File: config.mk
export PLATFORM = sky130hd
export DESIGN_NAME = usb_ep_buf_arb
export DESIGN_NICKNAME = d
export VERILOG_FILES = /design/src/rtl/usb_ep_buf_arb.sv
export SDC_FILE = /design/constraint.sdc
export NUM_CORES = 1
export LEC_CHECK = 0
export CAP_MARGIN = 40
export CORE_MARGIN = 5
export CORE_UTILIZATION = 35
export DETAILED_ROUTE_END_ITERATION = 8
export HOLD_SLACK_MARGIN = 0.03
export PLACE_DENSITY = 0.83
export REMOVE_ABC_BUFFERS = 1
export SLEW_MARGIN = 20
export SYNTH_ARGS = -nofsm -noshare
export SYNTH_HDL_FRONTEND = slang
export SYNTH_SLANG_ARGS = --single-unit
File: constraint.sdc
create_clock -name clk -period 2.4 [get_ports clk]
set_input_delay 0.72 -clock clk [delete_from_list [all_inputs] [get_ports clk]]
set_output_delay 0.72 -clock clk [all_outputs]
set_load 0.01 [all_outputs]
File: src/rtl/usb_ep_buf_arb.sv
// Round-robin arbiter sharing the USB EP buffer TX write / RX read ports between N_REQ requesters.
// Optional `USB_EP_BUF_ARB_PRIO_EN: requester 0 gets fixed absolute priority over the round-robin.
module usb_ep_buf_arb #(
   parameter int N_REQ = 2,
   parameter int EPDW  = 16,
   parameter int EPAW  = 11 - $clog2(EPDW/8)
) (
   input  logic                    clk,
   input  logic                    rst,
   input  logic [N_REQ-1:0]        req,
   input  logic [N_REQ-1:0]        req_we,
   input  logic [N_REQ*EPAW-1:0]   req_addr,
   input  logic [N_REQ*EPDW-1:0]   req_wdata,
   output logic [N_REQ-1:0]        ack,
   output logic [EPDW-1:0]         rdata,
   output logic [EPAW-1:0]         ep_tx_addr_0,
   output logic [EPDW-1:0]         ep_tx_data_0,
   output logic                    ep_tx_we_0,
   output logic [EPAW-1:0]         ep_rx_addr_0,
   output logic                    ep_rx_re_0,
   input  logic [EPDW-1:0]         ep_rx_data_1
);

   localparam int IW = 2;
`ifdef USB_EP_BUF_ARB_PRIO_EN
   localparam bit PRIO = 1'b1;
`else
   localparam bit PRIO = 1'b0;
`endif

   logic [N_REQ-1:0] pend_q, pend_d, ack_q, ack_d;
   logic [IW-1:0]    last_q, last_d;
   logic             tx_we_q, tx_we_d, rx_re_q, rx_re_d;
   logic [EPAW-1:0]  tx_addr_q, tx_addr_d, rx_addr_q, rx_addr_d;
   logic [EPDW-1:0]  tx_data_q, tx_data_d;
   // read-ack pipeline: stage 1 is the re cycle, stage 2 is the ack cycle
   logic             rd1_vld_q, rd1_vld_d, rd2_vld_q, rd2_vld_d;
   logic [IW-1:0]    rd1_idx_q, rd1_idx_d;

   logic [N_REQ-1:0] elig;
   logic [3:0]       elig4;
   logic             gnt_vld, g_we;
   logic [IW-1:0]    gnt_idx, cand;
   logic [EPAW-1:0]  g_addr;
   logic [EPDW-1:0]  g_wdata;
   int               t;

   always_comb begin
      elig    = req & ~pend_q;
      elig4   = '0;
      elig4[N_REQ-1:0] = elig;
      gnt_vld = 1'b0;
      gnt_idx = '0;
      cand    = '0;
      t       = 0;
      if (PRIO && elig[0]) begin
         gnt_vld = 1'b1;
      end
      // search starts one past the last winner; requester 0 is excluded when it has priority
      for (int k = 1; k <= N_REQ; k++) begin
         t = int'(last_q) + k;
         if (t >= N_REQ) t = t - N_REQ;
         cand = IW'(t);
         if (!gnt_vld && elig4[cand] && !(PRIO && cand == '0)) begin
            gnt_vld = 1'b1;
            gnt_idx = cand;
         end
      end

      g_we    = 1'b0;
      g_addr  = '0;
      g_wdata = '0;
      for (int i = 0; i < N_REQ; i++) begin
         if (gnt_idx == IW'(i)) begin
            g_we    = req_we[i];
            g_addr  = req_addr[i*EPAW +: EPAW];
            g_wdata = req_wdata[i*EPDW +: EPDW];
         end
      end

      last_d = last_q;
      if (gnt_vld && !(PRIO && gnt_idx == '0)) last_d = gnt_idx;

      for (int i = 0; i < N_REQ; i++) begin
         ack_d[i]  = (gnt_vld && g_we && gnt_idx == IW'(i)) ||
                     (rd1_vld_q && rd1_idx_q == IW'(i));
         pend_d[i] = (pend_q[i] && !ack_q[i]) || (gnt_vld && gnt_idx == IW'(i));
      end

      tx_we_d   = gnt_vld && g_we;
      tx_addr_d = tx_we_d ? g_addr  : tx_addr_q;
      tx_data_d = tx_we_d ? g_wdata : tx_data_q;
      rx_re_d   = gnt_vld && !g_we;
      rx_addr_d = rx_re_d ? g_addr  : rx_addr_q;
      rd1_vld_d = rx_re_d;
      rd1_idx_d = gnt_idx;
      rd2_vld_d = rd1_vld_q;
   end

   always_ff @(posedge clk or posedge rst) begin
      if (rst) begin
         pend_q    <= '0;
         ack_q     <= '0;
         last_q    <= IW'(N_REQ-1);
         tx_we_q   <= 1'b0;
         tx_addr_q <= '0;
         tx_data_q <= '0;
         rx_re_q   <= 1'b0;
         rx_addr_q <= '0;
         rd1_vld_q <= 1'b0;
         rd1_idx_q <= '0;
         rd2_vld_q <= 1'b0;
      end else begin
         pend_q    <= pend_d;
         ack_q     <= ack_d;
         last_q    <= last_d;
         tx_we_q   <= tx_we_d;
         tx_addr_q <= tx_addr_d;
         tx_data_q <= tx_data_d;
         rx_re_q   <= rx_re_d;
         rx_addr_q <= rx_addr_d;
         rd1_vld_q <= rd1_vld_d;
         rd1_idx_q <= rd1_idx_d;
         rd2_vld_q <= rd2_vld_d;
      end
   end

   assign ack          = ack_q;
   assign rdata        = rd2_vld_q ? ep_rx_data_1 : '0;
   assign ep_tx_we_0   = tx_we_q;
   assign ep_tx_addr_0 = tx_addr_q;
   assign ep_tx_data_0 = tx_data_q;
   assign ep_rx_re_0   = rx_re_q;
   assign ep_rx_addr_0 = rx_addr_q;

endmodule

==> impl_metrics.tcl <==
set metrics [dict create \
    fin_ws_ns 0.1080 \
    path_clk_slew_ns 0.09 \
    rsz0062_at_grt "no" \
    stdcell_area_sq_mm 0.004008 \
    portBuffers 129 \
    max_freq_mhz 436.3 \
    syn2layout_area_growth_pct 63.42 \
    gp_congestion 0.7680 \
    finalCritPeriodShare 0.9550 \
    critical_path.slowest_cell "clkdlybuf4s50_1" \
    antenna_left 0 \
    p_total_uw 4018 \
    clock_sinks 47 \
    critPathMaxStageDelay_ns 0.46 \
    cp_data_arrival_time_ns 2.53 \
    netlist_area_sq_mm 0.002452 \
    drive_above_1_share 0.1151 \
    cts_buffers 5 \
    via_per_inst 5.072 \
    async_flop_share 1.000 \
    initial_core_util 0.3610 \
    ys_seq_area_frac 0.4801 \
    path_cells "clkdlybuf4s50_1 > nand2b_1 > or3_4 > buf_6 > a211oi_1 > buf_4 > o22a_1" \
    grt_use_total 0.1711 \
    drt-pass1-iter-count 4 \
    ios 130 \
    dpl-instance-area_sq_mm 0.003941 \
    multi_input_area_sq_mm 0.001162 \
    antenna_cells 0 \
    setup_violations 0 \
    regArea_sq_mm 0.001177 \
    pre_cts_ws_ns -0.2689 \
    antenna_found_initial 0 \
    maxCapViolCount 0 \
    final_nets 438 \
    hp-class "reg -> reg" \
    syn_inst 228 \
    final_max_slew_viol_count 0 \
    yosysWarnings 0 \
    num_vias 2338 \
    period_needed_ns 2.292 \
    p_leak_uw 0.001805 \
    avgSynthCellArea_sq_um 10.76 \
    wirelength_microns 7598 \
    grt_pass1_vias 2419 \
    critPathMaxFanout 19 \
    p_per_area_mw_per_mm2 1003 \
    drc 0 \
    die_h_microns 93.71 \
    design.core.area_sq_mm 0.006794 \
    synth.distinct_cells 33 \
    grt_max_degree 29 \
    grt_pass1_wl_microns 11990 \
    synth.ff_latch_count 47 \
    cts_tree "yes" \
    clk_path_buf_depth 2 \
    synth_edf_count 0 \
    critPathKind "in -> reg" \
    skew_ns 0.006057 \
    wl_per_cell_microns 16.48 \
    synthFlopType "dfrtp_1" \
    postCtsSetupBuffers 0 \
    die_w_microns 93.71 \
    dp_cells 454 \
    rows 30 \
    start_kind "primary input" \
    stdcell_count 461 \
    drt_iter0_drc 122 \
    hold_viol 0 \
    fillers 602 \
    ir_worst_vdd_mv 0.4648 \
    worstSkewPairLatency_ns 0.30 \
    end_kind "flop" \
    clk_root_buffer_cell "clkbuf_8" \
    grt-ovfl-total 0 \
    die_area_sq_mm 0.008781 \
    status "finished clean" \
    holdBufCountCts 0 \
    htree_levels 2 \
    dp_hpwl_microns 5753 \
    reg2reg_slack_ns 0.48 \
    whs_ns 0.4344 \
    cp.required_ns 2.64 \
]
-- layer usage --
layer	global-route usage	vias to the layer above	routed length [microns]
met1	0.2125	1133	3081
li1	-	1094	-
met2	0.2880	99	3827
met4	0.04813	0	98
met5	0	-	0
met3	0.05048	12	590
-- where the power goes --
| group | switching (uW) | total (uW) | internal (uW) |
|---|---|---|---|
| logic | 838 | 2090 | 1260 |
| clock network | 267 | 471 | 204 |
| registers | 292 | 1450 | 1160 |
-- per-stage QoR --
stage               utilization  setup TNS [ns]
floorplan                     -          -12.44
global placement         0.5790          -11.85
detailed placement       0.5801          -11.04
CTS                      0.5897               0
global route             0.5899               0
finish                   0.5899               0
-- cells by family (layout without fill, tap and decap cells) --
group | count (synthesis) | count (layout) | share of synthesized area
other cells | 1 | 1 | 0.001529
compound gates | 48 | 48 | 0.1847
mux | 36 | 36 | 0.1469
flops | 47 | 47 | 0.4801
simple gates | 72 | 72 | 0.1388
buf+inv | 24 | 161 | 0.04796
-- repair_timing --
action	4_1_cts	5_1_grt
resized for setup	16	2
endpoints found under the setup margin	16	29
pin swaps	0	0
-- cell type report --
type	instances	share of cell area
Clock buffer	6	0.01811
Clock inverter	2	0.003122
Inverter	8	0.008742
Multi-Input combinational cell	157	0.2900
Sequential cell	47	0.2938
Tap cell	96	0.02997
Timing Repair Buffer	145	0.3562
-- synth_stat cells, types with 2 or more instances --
cell / count / share of area
dfrtp_1: 46 / 0.47
mux2i_1: 36 / 0.15
nor2_1: 36 / 0.055
a221o_1: 16 / 0.065
and2_1: 16 / 0.041
nand2_1: 12 / 0.018
o221a_2: 10 / 0.046
o22a_1: 10 / 0.036
buf_2: 9 / 0.018
inv_1: 7 / 0.011
clkbuf_1: 5 / 0.0077
o21ai_0: 3 / 0.0061
nand2b_1: 2 / 0.0051
-- sequential cells by signal, indices dropped and copies added, names as in the netlist --
register	cells
ep_tx_data_0	16
ep_rx_addr_0	10
ep_tx_addr_0	10
ack	2
last_q	2
pend_q	2
rd1_idx_q	2
ep_tx_we_0	1
rd1_vld_q	1
rd2_vld_q	1
-- cells in the final DEF (no fill, tap or decap), drive strengths merged, types with 2 or more instances in the layout --
cell and n:
nand2b 2, o21ai 4, inv 7, and2 17, clkdlybuf4s50 112, o22a 10, clkbuf 6, a21oi 2
nor2 36, o221a 10, buf 17, dfrtp 46, clkinv 2, a221o 16, nand2 12, dlygate4sd2 16
mux2i 36
-- path summary, 6_finish.rpt --
check	start	end	cells past startpoint
max in group asynchronous	rst	ep_tx_data_0[11]	3
min in group asynchronous	rst	ep_tx_data_0[5]	2
max	req[1]	ep_rx_addr_0[7]	7
min reg2reg	rd1_vld_q	rd2_vld_q	0
min	rd1_vld_q	rd2_vld_q	0
max reg2reg	last_q[1]	ep_rx_addr_0[7]	6
-- critical path: cells and delay by family --
kind	cells	cell delay, ns
AOI/OAI and AO/OA	2	0.40
buffers and inverters	3	0.88
and+or+nand+nor	2	0.53
Note: power is estimated with default switching activity, not from simulation.
